<file path="config.mk">
export PLATFORM = sky130hd
export DESIGN_NAME = addr_gen_seq
export DESIGN_NICKNAME = d
export VERILOG_FILES = /design/src/rtl/addr_gen_seq.sv
export SDC_FILE = /design/constraint.sdc
export NUM_CORES = 1
export LEC_CHECK = 0
export BUFFER_PORTS_ARGS = -buffer_cell sky130_fd_sc_hd__clkbuf_2
export CAP_MARGIN = 20
export CORE_MARGIN = 2
export CORE_UTILIZATION = 40
export DETAILED_ROUTE_END_ITERATION = 8
export PLACE_DENSITY = 0.58
export RECOVER_POWER = 25
export SLEW_MARGIN = 20
export SYNTH_ARGS = -nofsm -noshare
export SYNTH_HDL_FRONTEND = slang
export SYNTH_SLANG_ARGS = --single-unit
</file>
<file path="constraint.sdc">
create_clock -name clk -period 2.3 [get_ports clk]
set_clock_uncertainty 0.2 [all_clocks]
set_input_delay 0 -clock clk [delete_from_list [all_inputs] [get_ports clk]]
set_output_delay 0 -clock clk [all_outputs]
set_load 0.1 [all_outputs]
</file>
<file path="src/rtl/addr_gen_seq.sv">
// Sequenced address generator: walks ROWS rows of ROW_LEN addresses per pass,
// TIMESTEPS passes per sequence, with per-address hold, inter-row pauses and
// forward or reverse pass order. All outputs come straight from flops.
module addr_gen_seq #(
  parameter int unsigned ADDR_WIDTH  = 12,
  parameter int unsigned ROW_LEN     = 53,
  parameter int unsigned ROWS        = 53,
  parameter int unsigned PAUSE_LEN   = 2,
  parameter int unsigned REPEAT      = 1,
  parameter int unsigned TIMESTEPS   = 7,
  parameter int unsigned PASS_STRIDE = 0
) (
  input  logic                  clk,
  input  logic                  rst,
  input  logic                  en,
  input  logic                  start,
  input  logic                  mode_rev,
  output logic [ADDR_WIDTH-1:0] o_addr,
  output logic                  o_valid,
  output logic                  o_row_last,
  output logic                  o_busy,
  output logic                  o_done
);

  // Counter widths, at least one bit so degenerate sizes still elaborate.
  localparam int unsigned ColW   = (ROW_LEN > 1)   ? $clog2(ROW_LEN)   : 1;
  localparam int unsigned RowW   = (ROWS > 1)      ? $clog2(ROWS)      : 1;
  localparam int unsigned PassW  = (TIMESTEPS > 1) ? $clog2(TIMESTEPS) : 1;
  localparam int unsigned RepW   = (REPEAT > 1)    ? $clog2(REPEAT)    : 1;
  localparam int unsigned PauseW = (PAUSE_LEN > 1) ? $clog2(PAUSE_LEN) : 1;

  // Highest address the sequence can emit, computed in 64 bits.
  localparam longint unsigned PassSpan =
      (TIMESTEPS > 0) ? (64'(TIMESTEPS) - 64'd1) * 64'(PASS_STRIDE) : 64'd0;
  localparam longint unsigned PassLen  = 64'(ROWS) * 64'(ROW_LEN);
  localparam longint unsigned MaxAddr  = PassSpan + PassLen - 64'd1;
  localparam longint unsigned AddrSpace =
      (ADDR_WIDTH < 64) ? (64'd1 << ADDR_WIDTH) : 64'hFFFF_FFFF_FFFF_FFFF;

  if (REPEAT == 0 || ROW_LEN == 0 || ROWS == 0 || TIMESTEPS == 0 || ADDR_WIDTH == 0)
  begin : g_bad_zero
    $fatal(1, "addr_gen_seq: REPEAT, ROW_LEN, ROWS, TIMESTEPS, ADDR_WIDTH must be nonzero");
  end

  if (ADDR_WIDTH < 64 && MaxAddr >= AddrSpace) begin : g_bad_width
    $fatal(1, "addr_gen_seq: ADDR_WIDTH too narrow for the generated address range");
  end

  localparam logic [ColW-1:0]       ColLast   = ColW'(ROW_LEN - 1);
  localparam logic [RowW-1:0]       RowLast   = RowW'(ROWS - 1);
  localparam logic [PassW-1:0]      PassLast  = PassW'(TIMESTEPS - 1);
  localparam logic [RepW-1:0]       RepLast   = RepW'(REPEAT - 1);
  localparam logic [PauseW-1:0]     PauseLast = PauseW'((PAUSE_LEN > 0) ? PAUSE_LEN - 1 : 0);
  localparam logic [ADDR_WIDTH-1:0] Stride    = ADDR_WIDTH'(PASS_STRIDE);
  localparam logic [ADDR_WIDTH-1:0] LastBase  = ADDR_WIDTH'(PassSpan);
  // Single-column rows make every address the last column.
  localparam logic                  FirstIsLast = (ROW_LEN == 1);

  typedef enum logic [1:0] {
    StIdle,
    StRun,
    StPause,
    StDone
  } state_e;

  state_e                  state_q, state_d;
  logic [ColW-1:0]         col_q, col_d;
  logic [RowW-1:0]         row_q, row_d;
  logic [PassW-1:0]        pass_q, pass_d;
  logic [RepW-1:0]         rep_q, rep_d;
  logic [PauseW-1:0]       pause_q, pause_d;
  logic                    rev_q, rev_d;
  logic [ADDR_WIDTH-1:0]   tbase_q, tbase_d;
  logic [ADDR_WIDTH-1:0]   addr_q, addr_d;
  logic                    valid_q, valid_d;
  logic                    row_last_q, row_last_d;
  logic                    busy_q, busy_d;
  logic                    done_q, done_d;

  // Start-of-next-row values; rows are contiguous within a pass, so only a
  // pass change needs a jump to the next pass base.
  logic [RowW-1:0]         nxt_row;
  logic [PassW-1:0]        nxt_pass;
  logic [ADDR_WIDTH-1:0]   nxt_tbase;
  logic [ADDR_WIDTH-1:0]   nxt_addr;
  logic                    final_row;
  logic                    step_row;

  // Compute where the following row begins.
  always_comb begin
    nxt_row   = row_q;
    nxt_pass  = pass_q;
    nxt_tbase = tbase_q;
    nxt_addr  = addr_q + 1'b1;
    if (row_q == RowLast) begin
      nxt_row   = '0;
      nxt_pass  = pass_q + 1'b1;
      nxt_tbase = rev_q ? (tbase_q - Stride) : (tbase_q + Stride);
      nxt_addr  = nxt_tbase;
    end else begin
      nxt_row   = row_q + 1'b1;
    end
  end

  assign final_row = (row_q == RowLast) && (pass_q == PassLast);

  // Next-state and registered-output logic; en=0 leaves every register as is.
  always_comb begin
    state_d    = state_q;
    col_d      = col_q;
    row_d      = row_q;
    pass_d     = pass_q;
    rep_d      = rep_q;
    pause_d    = pause_q;
    rev_d      = rev_q;
    tbase_d    = tbase_q;
    addr_d     = addr_q;
    valid_d    = valid_q;
    row_last_d = row_last_q;
    busy_d     = busy_q;
    done_d     = done_q;
    step_row   = 1'b0;

    if (en) begin
      unique case (state_q)
        StIdle: begin
          if (start) begin
            state_d    = StRun;
            rev_d      = mode_rev;
            col_d      = '0;
            row_d      = '0;
            pass_d     = '0;
            rep_d      = '0;
            pause_d    = '0;
            tbase_d    = mode_rev ? LastBase : '0;
            addr_d     = mode_rev ? LastBase : '0;
            valid_d    = 1'b1;
            row_last_d = FirstIsLast;
            busy_d     = 1'b1;
            done_d     = 1'b0;
          end
        end

        StRun: begin
          if (rep_q != RepLast) begin
            rep_d = rep_q + 1'b1;
          end else if (col_q != ColLast) begin
            col_d      = col_q + 1'b1;
            rep_d      = '0;
            addr_d     = addr_q + 1'b1;
            row_last_d = (col_d == ColLast);
          end else if (final_row) begin
            state_d    = StDone;
            valid_d    = 1'b0;
            row_last_d = 1'b0;
            done_d     = 1'b1;
          end else if (PAUSE_LEN == 0) begin
            step_row = 1'b1;
          end else begin
            state_d    = StPause;
            valid_d    = 1'b0;
            row_last_d = 1'b0;
            pause_d    = '0;
          end
        end

        StPause: begin
          if (pause_q != PauseLast) begin
            pause_d = pause_q + 1'b1;
          end else begin
            state_d  = StRun;
            step_row = 1'b1;
          end
        end

        StDone: begin
          state_d = StIdle;
          busy_d  = 1'b0;
          done_d  = 1'b0;
        end

        default: begin
          state_d = StIdle;
        end
      endcase

      if (step_row) begin
        col_d      = '0;
        rep_d      = '0;
        row_d      = nxt_row;
        pass_d     = nxt_pass;
        tbase_d    = nxt_tbase;
        addr_d     = nxt_addr;
        valid_d    = 1'b1;
        row_last_d = FirstIsLast;
      end
    end
  end

  // State and output registers with asynchronous clear.
  always_ff @(posedge clk or posedge rst) begin
    if (rst) begin
      state_q    <= StIdle;
      col_q      <= '0;
      row_q      <= '0;
      pass_q     <= '0;
      rep_q      <= '0;
      pause_q    <= '0;
      rev_q      <= 1'b0;
      tbase_q    <= '0;
      addr_q     <= '0;
      valid_q    <= 1'b0;
      row_last_q <= 1'b0;
      busy_q     <= 1'b0;
      done_q     <= 1'b0;
    end else begin
      state_q    <= state_d;
      col_q      <= col_d;
      row_q      <= row_d;
      pass_q     <= pass_d;
      rep_q      <= rep_d;
      pause_q    <= pause_d;
      rev_q      <= rev_d;
      tbase_q    <= tbase_d;
      addr_q     <= addr_d;
      valid_q    <= valid_d;
      row_last_q <= row_last_d;
      busy_q     <= busy_d;
      done_q     <= done_d;
    end
  end

  assign o_addr     = addr_q;
  assign o_valid    = valid_q;
  assign o_row_last = row_last_q;
  assign o_busy     = busy_q;
  assign o_done     = done_q;

endmodule

</file>
==> key figures <==
Status
  • Outcome: completed

Synth
  • Post-synth ARST share: between 90% and 100%
  • Cell Area, Synth: 0.00204 sq mm
  • Cell count after synthesis: around 220
  • Post-synthesis sequential area ratio: 41.8%
  • Post-synth EDFFs: 0
  • Syn_area_per_cell: 9.39 sq um
  • Seq cells post-synth: 34
  • Synth cell types: 53
  • Synthesized Nets: 230
  • Synth Flop Type: dfrtp_1
  • Synth Warn #: 0

Clock network
  • H-tree depth: 2
  • CTS sink cnt: 34
  • CTS clk-pin slew, worst paths: 0.07 ns
  • Setup repair bufs after CTS: 0
  • CTS root buf: clkbuf_8
  • Cts repair resizes: 0
  • Total CTS buffers: 5
  • CTS tree: yes
  • Clock latency reported for the late side of the worst-skew pair: 0.28 ns
  • Clock buffer depth: 2

Power
  • Power Density: 797 mW/mm^2
  • Static leakage: 0.00101 uW
  • Design Power: 1850 uW
  • Worst vdd ir: 0.593 mV

Global routing
  • Antenna violations before repair: 0
  • Vias in the first global route: ~1500
  • First-pass GRT wire length: 7090 um
  • Total GRT Usage: approximately 16%
  • Pin count of the biggest net entering global routing: 35
  • GR Overflow Total: 0

Final layout
  • Most common cell after layout, fill and taps aside: dfrtp_1
  • P&R area growth vs syn: 14.3%
  • # fillers: 485
  • # diodes: 0
  • FF/Latch Area: 853 sq um
  • Layout cell share with drive strength beyond 1: a little under a fifth
  • Commonest non-fill, non-tap cells in the layout: 32 x dfrtp_1, 20 x clkbuf_2, 17 x o21ai_0
  • Final Util: 48.3%
  • Final #Nets: ~260
  • Finished Layout Cells: 309
  • Footprint of the multi-input gates: approximately 0.0011 sq mm

Detailed routing
  • Final wirelength: ~4200 um
  • Drt pass-1 iters: 4
  • Remaining DRCs: 0
  • Vias after detailed routing: ~1600
  • DR iter-0 viols: around 80
  • Vias per cell: between 5 and 6
  • Antenna-violating nets left: 0
  • WL/cell: 13.5 um

Placement
  • Placed Cells: 299
  • DP Wirelength: a little under 3000 um
  • Pre-CTS setup slack: 0.150 ns
  • Placer Congestion: 0.781
  • Port buffer count: 19

Timing
  • Max transition margin: a little over two fifths
  • Worst Slack Setup Final: 0.154 ns
  • Final hold violations: 0
  • Setup tns final: 0 ns
  • RSZ-0062 raised after global routing: false
  • Worst-Margin Slew: 0.871 ns
  • Tcrit/Tclk final: 93.3%
  • Max Fclk: 466 MHz
  • Min Tclk post-route: 2.15 ns
  • Setup-failing EPs final: 0
  • Pins Over Slew Limit: 0

Worst hold path
  • Min-delay src: o_row_last
  • HP Class: register to register

Die
  • Initial Util: 42.3%
  • Chip height: ~75 um
  • Core ar.: 0.00482 sq mm
  • Io pins: 21
  • FP Rows: 25
  • Die width: between 70 and 80 um
  • Total Die Area: ~0.0057 sq mm

Job
  • Max Cap Viol: 0

Setup path
  • Critical path peak fanout: 8
  • Setup CP Type: register to register
  • Worst setup SP type: register
  • CP Data Required Time: 2.27 ns
  • Reg2reg start: row_q[0]
  • Worst setup EP type: register
  • Worst setup path startpoint: row_q[0]
  • Arr. time, crit path: 2.11 ns
-- sequential cells by signal, summed over array words and instances, names as in the netlist --
signal      count
o_done          1
state_q         2
pass_q          3
pause_q         1
o_row_last      1
o_busy          1
row_q           6
o_valid         1
o_addr         12
col_q           6
-- where the power goes --
group | switching [uW] | internal [uW]
Clock | 208 | 237
Combinational | 464 | 152
Sequential | 116 | 678
-- worst max-delay path, cell delays in order, from the launching register on --
cell      delay [ns]
dfrtp_1         0.39
inv_1           0.10
ha_1            0.16
nand4_1         0.16
o21ai_1         0.49
a211oi_2        0.21
a221o_1         0.33
-- synthesized netlist by cell type (5+ instances only) --
cell | count | area (sq um)
nand3_1 | 13 | 65.1
xnor2_1 | 6 | 52.6
nand4_1 | 5 | 31.3
o21ai_0 | 17 | 85.1
inv_1 | 16 | 60.1
o31ai_1 | 7 | 52.6
ha_1 | 8 | 100
nor3_1 | 6 | 30.0
mux2i_1 | 5 | 50.1
nor2_1 | 7 | 26.3
a21oi_1 | 7 | 35.0
dfrtp_1 | 34 | 851
clkbuf_1 | 5 | 18.8
nand2_1 | 15 | 56.3
-- metal layers --
layer | GRT usage (%) | wire length, um | vias to the layer above
met5 | 0 | 0 | -
met4 | 5.85 | 58 | 0
met3 | 4.63 | 143 | 5
met2 | 25.2 | 1860 | 24
met1 | 22.5 | 2110 | 770
li1 | - | - | 848
-- repair_timing --
item	in CTS	in global routing
hold buffers	3	0
hold endpoints to repair	41	0
setup endpoints to repair	0	0
-- metrics by stage --
stage	hold slack, ns	area [sq um]
after floorplan	-0.0585	2040
after global placement	-0.0954	2210
after detailed placement	-0.0904	2210
after CTS	0.153	2330
after global routing	0.295	2330
final	0.281	2330
-- path summary, 6_finish.rpt --
| kind | slack [ns] | end | cells past startpoint |
|---|---|---|---|
| max in group asynchronous | 1.00 | o_addr[1] | 4 |
| min in group asynchronous | 0.30 | o_valid | 4 |
| worst max register to register | 0.15 | o_addr[4] | 6 |
| worst max-delay path | 0.15 | o_addr[4] | 6 |
| worst min register to register | 0.28 | o_row_last | 2 |
| worst min-delay path | 0.28 | o_row_last | 2 |
-- kinds of logic (layout without fill, tap and decap cells) --
kind of cell / count (synthesis) / after routing / share of synthesized area, %
simple gates: 75 / 75 / 20.7
compound gates: 57 / 57 / 19.5
flops: 34 / 34 / 41.8
buf+inv: 29 / 54 / 6.51
fa+ha+maj: 8 / 8 / 4.91
xor+xnor: 7 / 7 / 3.01
mux: 7 / 7 / 3.56
-- cell type report --
class                           count  share of cell area (%)
Clock buffer                        7                    3.71
Inverter                           16                    2.58
Multi-Input combinational cell    154                    45.3
Sequential cell                    34                    36.7
Tap cell                           67                    3.60
Timing Repair Buffer               31                    8.17
Note: power is estimated with default switching activity, not from simulation.
